## src/rtl/shift_register_arbiter.sv

```systemverilog
// Round-robin arbiter feeding one serial-in shift register from two word requesters.
// Optional build macro: SHIFT_ARB_LSB_FIRST_EN (LSB-first shifting when defined).

module shift_register_arbiter #(
  parameter int unsigned WIDTH = 4
) (
  input  logic             input_clock1_1,
  input  logic             input_reset_2,
  input  logic             input_req_a_3,
  input  logic [WIDTH-1:0] input_data_a_4,
  input  logic             input_req_b_5,
  input  logic [WIDTH-1:0] input_data_b_6,
  output logic             output_grant_a_0_7,
  output logic             output_grant_b_0_8,
  output logic             output_shift_en_0_9,
  output logic             output_shift_data_0_10,
  output logic             output_busy_0_11,
  output logic             output_done_0_12,
  output logic [WIDTH-1:0] output_q_0_13
);

  localparam int unsigned CntW = $clog2(WIDTH + 1);
  localparam logic [CntW-1:0] LastCnt = CntW'(WIDTH - 1);

  typedef enum logic [1:0] {StIdle, StShift, StDone} state_e;

  state_e          state_q, state_d;
  logic [CntW-1:0] cnt_q, cnt_d;
  logic [WIDTH-1:0] buf_q, buf_d;
  // ptr_q = 1 means B wins the next tie.
  logic            ptr_q, ptr_d;
  logic            grant_a_q, grant_a_d;
  logic            grant_b_q, grant_b_d;
  logic            shift_en_q, shift_en_d;
  logic            shift_data_q, shift_data_d;
  logic            busy_q, busy_d;
  logic            done_q, done_d;
  logic [WIDTH-1:0] q_q, q_d;

  logic             accept;
  logic             win_b;
  logic [WIDTH-1:0] word;
  logic             word_bit;
  logic [WIDTH-1:0] word_rest;
  logic             buf_bit;
  logic [WIDTH-1:0] buf_rest;
  logic [WIDTH-1:0] q_shifted;

  assign accept = input_req_a_3 | input_req_b_5;
  assign win_b  = input_req_b_5 & (~input_req_a_3 | ptr_q);
  assign word   = win_b ? input_data_b_6 : input_data_a_4;

`ifdef SHIFT_ARB_LSB_FIRST_EN
  assign word_bit  = word[0];
  assign word_rest = word >> 1;
  assign buf_bit   = buf_q[0];
  assign buf_rest  = buf_q >> 1;
  assign q_shifted = {shift_data_q, q_q[WIDTH-1:1]};
`else
  assign word_bit  = word[WIDTH-1];
  assign word_rest = word << 1;
  assign buf_bit   = buf_q[WIDTH-1];
  assign buf_rest  = buf_q << 1;
  assign q_shifted = {q_q[WIDTH-2:0], shift_data_q};
`endif

  always_comb begin
    state_d      = state_q;
    cnt_d        = cnt_q;
    buf_d        = buf_q;
    ptr_d        = ptr_q;
    grant_a_d    = 1'b0;
    grant_b_d    = 1'b0;
    shift_en_d   = 1'b0;
    shift_data_d = 1'b0;
    busy_d       = 1'b0;
    done_d       = 1'b0;
    q_d          = q_q;

    unique case (state_q)
      StIdle, StDone: begin
        if (accept) begin
          // First bit goes out in the grant cycle; the buffer keeps the remainder.
          state_d      = StShift;
          cnt_d        = '0;
          buf_d        = word_rest;
          shift_data_d = word_bit;
          shift_en_d   = 1'b1;
          busy_d       = 1'b1;
          grant_a_d    = ~win_b;
          grant_b_d    = win_b;
          ptr_d        = ~win_b;
        end else begin
          state_d = StIdle;
        end
      end
      StShift: begin
        q_d = q_shifted;
        if (cnt_q == LastCnt) begin
          state_d = StDone;
          done_d  = 1'b1;
        end else begin
          cnt_d        = cnt_q + 1'b1;
          shift_data_d = buf_bit;
          buf_d        = buf_rest;
          shift_en_d   = 1'b1;
          busy_d       = 1'b1;
        end
      end
      default: state_d = StIdle;
    endcase
  end

  always_ff @(posedge input_clock1_1 or posedge input_reset_2) begin
    if (input_reset_2) begin
      state_q      <= StIdle;
      cnt_q        <= '0;
      buf_q        <= '0;
      ptr_q        <= 1'b0;
      grant_a_q    <= 1'b0;
      grant_b_q    <= 1'b0;
      shift_en_q   <= 1'b0;
      shift_data_q <= 1'b0;
      busy_q       <= 1'b0;
      done_q       <= 1'b0;
      q_q          <= '0;
    end else begin
      state_q      <= state_d;
      cnt_q        <= cnt_d;
      buf_q        <= buf_d;
      ptr_q        <= ptr_d;
      grant_a_q    <= grant_a_d;
      grant_b_q    <= grant_b_d;
      shift_en_q   <= shift_en_d;
      shift_data_q <= shift_data_d;
      busy_q       <= busy_d;
      done_q       <= done_d;
      q_q          <= q_d;
    end
  end

  assign output_grant_a_0_7     = grant_a_q;
  assign output_grant_b_0_8     = grant_b_q;
  assign output_shift_en_0_9    = shift_en_q;
  assign output_shift_data_0_10 = shift_data_q;
  assign output_busy_0_11       = busy_q;
  assign output_done_0_12       = done_q;
  assign output_q_0_13          = q_q;

endmodule

```

## config.mk

```make
export PLATFORM = sky130hd
export DESIGN_NAME = shift_register_arbiter
export DESIGN_NICKNAME = d
export VERILOG_FILES = /design/src/rtl/shift_register_arbiter.sv
export SDC_FILE = /design/constraint.sdc
export NUM_CORES = 1
export LEC_CHECK = 0
export CORE_MARGIN = 2
export CORE_UTILIZATION = 45
export DETAILED_ROUTE_END_ITERATION = 8
export HOLD_SLACK_MARGIN = 0.1
export PLACE_DENSITY = 0.86
export RECOVER_POWER = 25
export SLEW_MARGIN = 20
export SYNTH_ARGS = -nofsm -noshare
export SYNTH_HDL_FRONTEND = slang
export SYNTH_SLANG_ARGS = --single-unit
```

## constraint.sdc

```tcl
create_clock -name input_clock1_1 -period 2 [get_ports input_clock1_1]
set_input_delay 0.2 -clock input_clock1_1 [delete_from_list [all_inputs] [get_ports input_clock1_1]]
set_output_delay 0.2 -clock input_clock1_1 [all_outputs]
set_load 0.03 [all_outputs]
```

==> out/results.txt <==
num ports = 22
Post-CTS Setup Bufs = 0
min-delay worst type = in -> async
period utilization = 79.7%
Slew Limit Fails = 0
vias post-DR = 563
ys flop type = dfrtp_1
f_max = 627 MHz
clock skew = 0.000487 ns
Power per Cell Area = 1590 mW/mm^2
die footprint = 0.00210 sq mm
residual overflow from global routing = 0
die height = 45.9 um
DR vias/cell = 5.47
number of synthesized flops with an enable pin = 0
initial DRC count = 6
Final min period = 1.59 ns
max-cap viol count = 0
hold_buf cts = 0
count of warnings emitted by yosys = 0
setup TNS = 0 ns
Worst-Margin Slew = 0.660 ns
Net Count, Synth = 78
R2R cell count = 6
antenna violations before repair = 0
Worst setup SP type = flop
Netlist cell types = 24
share of layout cells above drive strength 1 = 14.0%
cell taking the most area after synthesis = dfrtp_1
Synth Area in Simple Gates = 9.05%
Worst Path Arrival = 1.77 ns
Buffers on Ports = 21
# DRC = 0
P_leak = 0.481 nW
reg2reg setup slack = 0.41 ns
Critical Path RT = 2.18 ns
largest net degree at the start of global routing = 19
clock buffer count from CTS = 3
post-synthesis compound-gate area fraction = 11.9%
clock root buffer = clkbuf_4
RSZ-0062 raised after global routing = no
fin worst setup slack = 0.406 ns
power consumption = 1.63 mW
WL final = 1470 um
Syn Area/Cell = 12.3 sq um
Tot GR Track Use = 17.4%
Synth Cell Area = 788 sq um
Hold Vio Cnt, Final = 0
multiplexer share of the synthesized area = 13.5%
worst skew pair latency = 0.29 ns
Initial Util = 46.7%
Worst VDD drop = 724 uV
CTS max path bufs = 2
Core Footprint = 0.00169 sq mm
post-route ant nets = 0
Finished Core Util = 60.6%
setup violators final = 0
Adder-Cell Fraction of Synth Area = 3.17%
Synth area leaders = dfrtp_1 (57%), mux2_2 (7.1%), mux2i_1 (6.3%)
Async S/R FF share, synth = 100%
Final Net Count = 102
first-pass GRT wire length = 2400 um
DP Worst Slack = 0.405 ns
Crit Path Max Fanout = 3
outcome = finished, final reports clean
Crit. End Element = flop
Post-Syn Instances = 64
TritonCTS sink count = 18
WL/cell = 14.2 um
Reg clk slew, reported paths = 0.09 ns
R2R Path End = buf_q[3]$_DFFE_PP0P_
TritonCTS clock tree = done
xor/xnor share of the synthesized area = 0%
diode count = 0
most common library cell in the layout ignoring fill and taps = clkdlybuf4s50_1
DP HPWL = 1140 um
Area Growth Syn to Fin = 29.8%
cts repair resizes = 0
post-synth top area share = 57.1%
Crit Path Category = reg -> reg
Hold Slack = 0.426 ns
relative slew slack = 56.0%
TritonRoute pass-1 iters = 4
die width = 45.9 um
H-tree depth = 1
#FFs+latches synth = 18
largest family of logic cells by synthesized area = multiplexers
FF-to-FF Start = cnt_q[0]$_DFFE_PP0P_
Site Rows = 15
vias in the first global route = 521
post-synthesis sequential area ratio = 57.1%
most frequent cells in the layout = clkdlybuf4s50_1 (20), dfrtp_1 (18)
Placer Congestion = 0.716
## synthesized netlist by cell type, types with 2 or more instances
library cell / instances
dfrtp_1: 18
o22ai_1: 3
a21oi_1: 2
ha_1: 2
mux2_2: 5
inv_1: 5
mux2i_1: 5
nand2_1: 3
nor2_1: 5
nand2b_1: 2
## flip-flops by register name (all words and copies together) (netlist names)
name and count:
output_q_0_13 4, buf_q 3, cnt_q 3, state_q 2
output_busy_0_11 1, output_done_0_12 1, output_grant_a_0_7 1, output_grant_b_0_8 1
output_shift_data_0_10 1, ptr_q 1
## per-stage QoR
stage,cell area [sq um],instances
2_1_floorplan,788,64
3_3_place_gp,1000,100
3_5_place_dp,1000,100
4_1_cts,1020,103
5_1_grt,1020,103
6_report,1020,103
## worst max-delay path by stage
stage                              start              endpoint
global placement    cnt_q[0]$_DFFE_PP0P_  buf_q[3]$_DFFE_PP0P_
floorplan           cnt_q[0]$_DFFE_PP0P_  buf_q[3]$_DFFE_PP0P_
finish              cnt_q[0]$_DFFE_PP0P_  buf_q[3]$_DFFE_PP0P_
CTS                 cnt_q[0]$_DFFE_PP0P_  buf_q[3]$_DFFE_PP0P_
detailed placement         input_req_a_3  buf_q[2]$_DFFE_PP0P_
global route        cnt_q[0]$_DFFE_PP0P_  buf_q[3]$_DFFE_PP0P_
## power breakdown
| part | internal [mW] | leakage, nW | switching [mW] |
|---|---|---|---|
| Sequential | 0.523 | 0.226 | 0.0989 |
| Clock | 0.0702 | 0.0138 | 0.107 |
| Combinational | 0.402 | 0.242 | 0.431 |
| Total | 0.995 | 0.481 | 0.637 |
## kinds of logic after synthesis
group	Yosys count
compound gates	13
fa+ha+maj	2
buf+inv	8
flops	18
mux	10
simple gates	13
## cell type report
class | instances | area [sq um]
Fill cell | 139 | 666
Sequential cell | 18 | 450
Multi-Input combinational cell | 38 | 297
Timing Repair Buffer | 21 | 210
Clock buffer | 3 | 22.5
Inverter | 6 | 22.5
Tap cell | 17 | 21.3
## worst max-delay path, cell delays in order, from the launching register on
cell and delay, ns:
dfrtp_1 0.41, ha_1 0.21, ha_1 0.21, nor2_1 0.18, mux2_2 0.35, nand2_1 0.06, o31ai_1 0.06
## metal layers
layer  track usage, %  share of wire [%]
met4             13.7                3.8
met5                0                  0
met1             20.8                 44
met2             25.8                 49
met3             4.76                3.4
Note: power is estimated with default switching activity, not from simulation.
